$ cat src/rtl/fetch_control_unit.sv
// Fetch-stage sequencing controller: arbitrates PC redirects against load-use stalls and imem wait.
// Optional performance counters are enabled by defining FETCH_PERF_CNT_EN.
module fetch_control_unit #(
   parameter int RESET_HOLD_CYCLES = 2,
   parameter int LOAD_STALL_CYCLES = 1
) (
   input  logic        Clk,
   input  logic        Reset,
   input  logic        BranchTaken,
   input  logic        JumpReq,
   input  logic        JrReq,
   input  logic        LoadUseHazard,
   input  logic        IMemReady,
   output logic        PCSrc,
   output logic [1:0]  sel,
   output logic        PCWrite,
   output logic        IFIDWrite,
   output logic        IFIDFlush,
   output logic        IDEXBubble,
   output logic [1:0]  CtrlState
`ifdef FETCH_PERF_CNT_EN
   ,
   output logic [31:0] RedirectCount,
   output logic [31:0] StallCount,
   output logic [31:0] IMemWaitCount
`endif
);

   typedef enum logic [1:0] {
      ST_HOLD  = 2'b00,
      ST_RUN   = 2'b01,
      ST_STALL = 2'b10
   } state_t;

   localparam logic [3:0] HOLD_INIT  = 4'(RESET_HOLD_CYCLES - 1);
   localparam logic [3:0] STALL_INIT = (LOAD_STALL_CYCLES > 1) ? 4'(LOAD_STALL_CYCLES - 2) : 4'd0;

   state_t     state_q, state_d;
   logic [3:0] count_q, count_d;

   always_ff @(posedge Clk) begin
      if (Reset) begin
         state_q <= ST_HOLD;
         count_q <= HOLD_INIT;
      end else begin
         state_q <= state_d;
         count_q <= count_d;
      end
   end

   // Defaults are the hold/reset outputs; each state only overrides what differs.
   always_comb begin
      state_d    = state_q;
      count_d    = count_q;
      PCSrc      = 1'b0;
      sel        = 2'b00;
      PCWrite    = 1'b0;
      IFIDWrite  = 1'b0;
      IFIDFlush  = 1'b1;
      IDEXBubble = 1'b1;
      CtrlState  = state_q;
      if (!Reset) begin
         case (state_q)
            ST_HOLD: begin
               if (count_q == 4'd0) begin
                  state_d = ST_RUN;
               end else begin
                  count_d = count_q - 4'd1;
               end
            end
            ST_STALL: begin
               IFIDFlush = 1'b0;
               if (count_q == 4'd0) begin
                  state_d = ST_RUN;
               end else begin
                  count_d = count_q - 4'd1;
               end
            end
            ST_RUN: begin
               if (LoadUseHazard) begin
                  IFIDFlush = 1'b0;
                  if (LOAD_STALL_CYCLES > 1) begin
                     state_d = ST_STALL;
                     count_d = STALL_INIT;
                  end
               end else if (JrReq || JumpReq || BranchTaken) begin
                  PCWrite    = 1'b1;
                  IFIDWrite  = 1'b1;
                  IDEXBubble = 1'b0;
                  if (JrReq) begin
                     sel = 2'b10;
                  end else if (JumpReq) begin
                     sel = 2'b01;
                  end else begin
                     PCSrc = 1'b1;
                  end
               end else if (!IMemReady) begin
                  // Load a NOP so the instruction already in ID is not executed twice.
                  IFIDWrite  = 1'b1;
                  IDEXBubble = 1'b0;
               end else begin
                  PCWrite    = 1'b1;
                  IFIDWrite  = 1'b1;
                  IFIDFlush  = 1'b0;
                  IDEXBubble = 1'b0;
               end
            end
            default: begin
               state_d = ST_HOLD;
               count_d = HOLD_INIT;
            end
         endcase
      end
   end

`ifdef FETCH_PERF_CNT_EN
   logic [31:0] redirect_cnt_q, redirect_cnt_d;
   logic [31:0] stall_cnt_q, stall_cnt_d;
   logic [31:0] wait_cnt_q, wait_cnt_d;

   // A redirect is the only case with PCWrite and IFIDFlush together; an imem wait the only
   // case writing IF/ID without advancing the PC.
   always_comb begin
      redirect_cnt_d = redirect_cnt_q + {31'd0, PCWrite & IFIDFlush};
      stall_cnt_d    = stall_cnt_q + {31'd0, IDEXBubble & (state_q != ST_HOLD)};
      wait_cnt_d     = wait_cnt_q + {31'd0, ~PCWrite & IFIDWrite};
   end

   always_ff @(posedge Clk) begin
      if (Reset) begin
         redirect_cnt_q <= 32'd0;
         stall_cnt_q    <= 32'd0;
         wait_cnt_q     <= 32'd0;
      end else begin
         redirect_cnt_q <= redirect_cnt_d;
         stall_cnt_q    <= stall_cnt_d;
         wait_cnt_q     <= wait_cnt_d;
      end
   end

   assign RedirectCount = redirect_cnt_q;
   assign StallCount    = stall_cnt_q;
   assign IMemWaitCount = wait_cnt_q;
`endif

endmodule

$ cat config.mk
export PLATFORM = sky130hd
export DESIGN_NAME = fetch_control_unit
export DESIGN_NICKNAME = d
export VERILOG_FILES = /design/src/rtl/fetch_control_unit.sv
export SDC_FILE = /design/constraint.sdc
export NUM_CORES = 1
export LEC_CHECK = 0
export CELL_PAD_IN_SITES_DETAIL_PLACEMENT = 2
export CELL_PAD_IN_SITES_GLOBAL_PLACEMENT = 2
export CORE_MARGIN = 3
export CORE_UTILIZATION = 18
export DETAILED_ROUTE_END_ITERATION = 8
export HOLD_SLACK_MARGIN = 0.12
export PLACE_DENSITY_LB_ADDON = 0.1
export SLEW_MARGIN = 30
export SYNTH_ARGS = -nofsm -noshare
export SYNTH_HDL_FRONTEND = slang
export SYNTH_SLANG_ARGS = --single-unit
$ cat constraint.sdc
create_clock -name Clk -period 1.15 [get_ports Clk]
set_input_delay 0.23 -clock Clk [delete_from_list [all_inputs] [get_ports Clk]]
set_output_delay 0.23 -clock Clk [all_outputs]
set_load 0.03 [all_outputs]
After elaboration in Yosys (flattened, before gate mapping)
Cells that the tools add are included.
{"block": "word_totals", "ff_bits": 6, "input_bits": 7, "out_inout_bits": 9, "word_cells": 47}
{"block": "op_classes", "n_bitwise": 1, "n_mux": 32, "addsub": 1, "reduce_logical": 7, "n_eq_ne": 4}
{"operator": "$mux W1", "count": 22}
{"operator": "$mux W2", "count": 6}
{"operator": "$pmux W4 S2", "count": 1}
{"operator": "$logic_not A4 Y1", "count": 1}
{"operator": "$mux W4", "count": 1}
{"operator": "$pmux W2 S2", "count": 1}
{"operator": "$reduce_and A2 Y1", "count": 2}
{"operator": "$sub A4 B1 Y4 const B", "count": 1}
{"operator": "$eq A2 B1 Y1 const B", "count": 1}
{"operator": "$eq A2 B2 Y1 const B", "count": 1}
{"operator": "$logic_not A2 Y1", "count": 1}
{"operator": "$logic_or A1 B1 Y1", "count": 2}
{"operator": "$ne A2 B1 Y1 const B", "count": 1}
{"operator": "$ne A2 B2 Y1 const B", "count": 1}
{"operator": "$pmux W1 S2", "count": 1}
{"operator": "$reduce_or A2 Y1", "count": 1}
{"operator": "$not A1 Y1", "count": 1}

Longest topological paths before layout
Gate-level depths: netlist (run 1).
{"block": "logic_depth", "word_depth": 6, "ltp_mapped": 5, "depth_no_buf": 5}

Worst setup path after synthesis (run 1)
No wires, ideal clock.
{"block": "synth_timing", "path_kind": "register to output", "startpoint": "register state_q[0] (netlist: CtrlState[0])", "endpoint": "output PCWrite", "path_stages_with_launch": 5, "path_slack_ps": -881, "path_buffers": 0, "required_time_ps": 920, "t_arrival_ps": 1801, "path_cell_list": "dfxtp_1 inv_2 nor3_4 inv_2 a21oi_1"}
{"block": "synth_via", "elab_chain_len": 3}
{"item": "start: declaration", "line_no": "38", "text": "state_t state_q, state_d;"}
{"item": "start signal: assignment", "line_no": "46", "text": "state_q <= state_d;"}
{"item": "$eq A2 B1 Y1", "line_no": "63", "text": "case (state_q)"}
{"item": "$mux W1", "line_no": "63"}
{"item": "$mux W1", "line_no": "62", "text": "if (!Reset) begin"}
{"item": "end: declaration", "line_no": "16", "text": "output logic PCWrite,"}
No other way between the ends.

Final worst setup path (run 1)
{"block": "layout_timing", "startpoint": "register state_q[0] (netlist: CtrlState[0])", "endpoint": "output PCSrc"}
{"block": "layout_via", "elab_chain_len": 3}
{"item": "$eq A2 B1 Y1", "line_no": "63"}
{"item": "$mux W1", "line_no": "63"}
{"item": "$mux W1", "line_no": "62"}
{"item": "end: declaration", "line_no": "14", "text": "output logic PCSrc,"}
No other way between the ends.

==> flow_summary.ini, run 1 <==
[outcome]
status = complete, but fails checks
violations = negative setup slack

[global_route]
grt_use_met2 = 0.2634
grt_pass1_vias = 510
antenna_found_initial = 0
grt_remaining_overflow = 0
grt_use_met3 = 0.02719
track_usage = 0.1312
use_met1 = 0.1207
grt_pass1_wl_microns = 2415
grt_max_degree = 6
grt_busiest_layer = met2

[logic_synthesis]
synthCells = 40
yosys_register_bits = 5
synth_common_cells = 5 x dfxtp_1, 4 x a21oi_1, 4 x inv_1, 4 x nor2_1
yosysWarnings = 0
ys.flop_type = dfxtp_1
yosysSeqAreaShare = 0.2941
synthArstFlopShare = 0
post-synth-top-count-cell = dfxtp_1
netlist.area_leader.share = 0.2941
synth-edff-count = 0
synth_nets = 49
synth_area_sq_um = 340.3
syn_area_per_cell_sq_um = 8.508
synth_top_area_cell = dfxtp_1
synthTopCellsByArea = dfxtp_1 29%, ha_1 7.4%, nor4b_4 7.0%, a21oi_1 5.9%, nor3_4 4.8%
ys_types = 25

[route]
postRouteWirelength_microns = 1596
vias = 451
drc = 0
ant_nets = 0
routed_via_density = 4.255
first_pass_iters = 1
wl_per_cell_microns = 15.06
drt_iter0_drc = 0

[die]
start_util = 0.1929
dieArea_sq_um = 2448
core-area_sq_um = 1764
dieWidth_microns = 49.48
rows = 15
io_pins = 16
fp.dieH_microns = 49.48

[power_and_ir_drop]
peakVddDrop_v = 0.001198
total_power_mw = 1.861
p_leak_nw = 0.3704
power.density_nw_per_um2 = 2241

[worst_setup_path]
arrival_ns = 1.52
worstSetupEndpointType = output port
r2r-end = count_q[1]
crit_fanout = 3
r2r-start = count_q[1]
reg2reg_depth = 5
cp.required_ns = 0.92
ff2ff_setup_slack_ns = -0.10
start_kind = flip-flop
worst-setup-path-type = flip-flop to output port

[clock_network]
cts_tree = built
cts-root-buf = clkbuf_4
cts_inserted_buffers = 3
cts-hold-fix-buffers = 0
cts.sinks = 5
cts.clk_slew.worst_paths_ns = 0.05
htree_levels = 1
clock_path_buffers = 2
clk_latency_ns = 0.24

[placed_design]
gp_congestion = 0.8260
dp_hpwl_microns = 1199
pre_cts_slack_ns = -1.113
numPortBuffers = 14
postPlaceCellArea_sq_um = 645.6

[sta]
hold_violations = 0
finalCritPeriodShare = 1.518
rsz0062_at_grt = yes
finalMaxSlewViolations = 0
setup_viol = 10
clock.fmax_mhz = 572.7
finalClockSkew_ns = 0.004784
whs_ns = 0.5378
post-route-min-period_ns = 1.746
setup_slack_ns = -0.5961

[hold_path]
whs_endpoint = CtrlState[0]
worstHoldPathCells = 3
hold_path_class = primary input to flip-flop
min_from = Reset

[final_layout]
antenna_cells = 0
area_growth_pct = 144.1
nets = 91
final_cell_area_sq_um = 830.8
drive_gt1_frac = 0.7654

[run]
maxCapViolations = 0
flip-flops by register name (all words and copies together), names as in the netlist:
signal and cells:
CtrlState 1, count_q 4
report_power, final:
| part | internal [mW] | total, mW | switching [mW] |
|---|---|---|---|
| Combinational | 0.748 | 1.29 | 0.539 |
| Sequential | 0.266 | 0.370 | 0.104 |
| Clock | 0.131 | 0.205 | 0.0733 |
| Total | 1.15 | 1.86 | 0.716 |
worst max path at each step:
| stage | start | slack, ns | to | cells after the start |
|---|---|---|---|---|
| after CTS | CtrlState[0] | -0.62 | PCSrc | 7 |
| after floorplan | CtrlState[0] | -0.57 | PCSrc | 4 |
| final | CtrlState[0] | -0.60 | PCSrc | 7 |
| after detailed placement | JrReq | -1.11 | IFIDFlush | 5 |
| after global routing | CtrlState[0] | -0.68 | PCSrc | 7 |
| after global placement | JrReq | -0.97 | IFIDFlush | 5 |
placed cells by master, fill, tap and decap left out, drive strengths merged, types with 2 or more instances in the layout:
master       netlist  layout
a21oi              4       4
ha                 2       2
nor3b              2       2
inv                6       6
nor3               2       2
clkbuf             0       7
dlygate4sd2        0       2
buf                1      32
nor2               4       4
dfxtp              5       5
what timing repair did:
item | 4_1_cts | 5_1_grt
pin swaps | 9 | 11
endpoints found under the setup margin | 12 | 13
resized for setup | 35 | 17
setup buffers | 4 | 5
logic make-up after synthesis:
logic type,share of synthesized area
AOI/OAI and AO/OA,0.1213
adders and majority gates,0.07352
buffers and inverters,0.08824
DFF,0.2941
muxes,0.02941
other,0.01102
and+or+nand+nor,0.3824
through the flow:
stage / setup TNS, ns / std cells / utilization
CTS: -3.522 / 102 / 0.4319
finish: -3.212 / 106 / 0.4709
global placement: -4.610 / 95 / 0.3660
global route: -3.865 / 106 / 0.4709
detailed placement: -5.274 / 95 / 0.3660
floorplan: -1.853 / 40 / -
layout make-up:
type / count / area [sq um]
Timing Repair Buffer: 38 / 337.8
Fill cell: 197 / 933.4
Sequential cell: 5 / 106.4
Inverter: 6 / 27.53
Multi-Input combinational cell: 28 / 301.5
Clock buffer: 4 / 26.28
Tap cell: 25 / 31.28
routing by layer:
layer / wire length, microns / up-vias
li1: - / 216
met1: 536 / 215
met2: 955 / 16
met3: 84 / 4
met4: 20 / 0
met5: 0 / -
critical path: stages (launching register included):
cell and delay [ns]:
dfxtp_4 0.35, inv_4 0.03, buf_6 0.11, nor3_4 0.18, inv_4 0.06, buf_6 0.12, nor4b_4 0.24, buf_6 0.17
Note: power is estimated with default switching activity, not from simulation.
==> run 2, diff against run 1 <==
- PLACE_DENSITY: default -> 0.73
- PLACE_DENSITY_LB_ADDON: 0.1 -> default
==> run 2 against run 1 <==
The run still ends with negative setup slack left. Clock skew decreased by 0.0034 ns. Clock power hardly changed. Via count is 2.7% lower. Highest routed layer is now met3. Worst hold slack better by 0.034 ns. First-iteration DRC count is 2 higher. Largest cell class unchanged. Register-to-register slack got worse by 0.05 ns.
==> flow_summary.ini, run 2 (same netlist as run 1, synthesis figures left out) <==
[die]
core-area_sq_um = 1764
start_util = 0.1929
io_pins = 16
dieWidth_microns = 49.48
dieArea_sq_um = 2448
fp.dieH_microns = 49.48
rows = 15

[outcome]
status = complete, but fails checks
violations = negative setup slack

[worst_setup_path]
worstSetupEndpointType = output port
reg2reg_depth = 5
crit_fanout = 3
crit_path_start = CtrlState[0]
r2r-start = count_q[0]
arrival_ns = 1.48
start_kind = flip-flop
worst-setup-path-type = flip-flop to output port
cp.required_ns = 0.92

[route]
drc = 0
vias = 439
routed_via_density = 4.221
first_pass_iters = 3
drt_iter0_drc = 2
wl_per_cell_microns = 15.94
postRouteWirelength_microns = 1658
ant_nets = 0

[placed_design]
dp_hpwl_microns = 1142
numPortBuffers = 14
gp_congestion = 0.8103
postPlaceCellArea_sq_um = 663.1
pre_cts_slack_ns = -1.083

[clock_network]
clk_latency_ns = 0.24
cts.clk_slew.worst_paths_ns = 0.04
cts_tree = built
cts_inserted_buffers = 3
cts.sinks = 5
htree_levels = 1
cts-root-buf = clkbuf_4
clock_path_buffers = 2

[final_layout]
utilization = 0.4879
largest_reg_flops = 4
antenna_cells = 0
layout_commonest_cell = buf_4
drive_gt1_frac = 0.7468
fill_cells = 199
area_growth_pct = 152.9
nets = 89
mostFrequentLayoutCells = 18 x buf_4, 9 x buf_6, 3 x a21oi_2, 3 x clkbuf_4, 3 x dlygate4sd2_1
final_cell_area_sq_um = 860.8
regMostFlops = count_q

[sta]
rsz0062_at_grt = yes
hold_violations = 0
setup_tns_ns = -3.448
setup_viol = 12
post-route-min-period_ns = 1.706
finalCritPeriodShare = 1.483
setup_slack_ns = -0.5557
finalMaxSlewViolations = 0
clock.fmax_mhz = 586.3
finalClockSkew_ns = 0.001374

[global_route]
grt_remaining_overflow = 0
grt_pass1_wl_microns = 2359
track_usage = 0.1336
grt_pass1_vias = 498
grt_max_degree = 6
antenna_found_initial = 0

[power_and_ir_drop]
peakVddDrop_v = 0.001013
p_leak_nw = 0.3760
total_power_mw = 1.938
power.density_nw_per_um2 = 2252

[hold_path]
worstHoldPathCells = 3
hold_path_class = primary input to flip-flop
min_from = Reset

[run]
maxCapViolations = 0
-- run 2: stage by stage --
stage | hold slack (ns) | std cells
after global placement | 0.4867 | 94
after global routing | 0.5927 | 104
after floorplan | 0.2927 | 40
after detailed placement | 0.5294 | 94
after CTS | 0.5454 | 100
final | 0.5716 | 104
-- run 2: layout make-up --
cell class,count,area [sq um],area share
clock buffers,4,26.28,0.03052
inverters,6,27.53,0.03198
multi-input cells,28,321.6,0.3735
flip-flops and latches,5,106.4,0.1235
well taps,25,31.28,0.03634
repair buffers,36,347.8,0.4041
-- run 2: critical path: stages (launching register included) --
cell and delay, ns:
dfxtp_4 0.35, inv_4 0.04, buf_12 0.11, nor3_4 0.16, inv_4 0.05, buf_12 0.12, nor4b_4 0.22, buf_6 0.17
-- run 2: repair_timing --
action                                  in CTS  in global routing
pin swaps                                    9                 13
hold buffers                                 0                  0
gates cloned                                 0                  0
resized for setup                           27                 15
setup buffers                                2                  5
endpoints found under the setup margin      12                 13
-- run 2: layer usage --
layer,global-route usage,part of all wire
met5,0,0
met4,0.05530,0
met3,0.06042,0.044
met2,0.2634,0.61
met1,0.1128,0.35
-- run 2: report_power, final --
part           switching, mW  internal [mW]
registers              0.108          0.266
clock network         0.0747          0.131
logic                  0.587          0.771
total                  0.770           1.17
-- run 2: path summary, 6_finish.rpt --
check,slack [ns],endpoint
min,0.57,count_q[2]
min reg2reg,0.60,count_q[2]
max reg2reg,-0.15,count_q[1]
max,-0.56,PCSrc
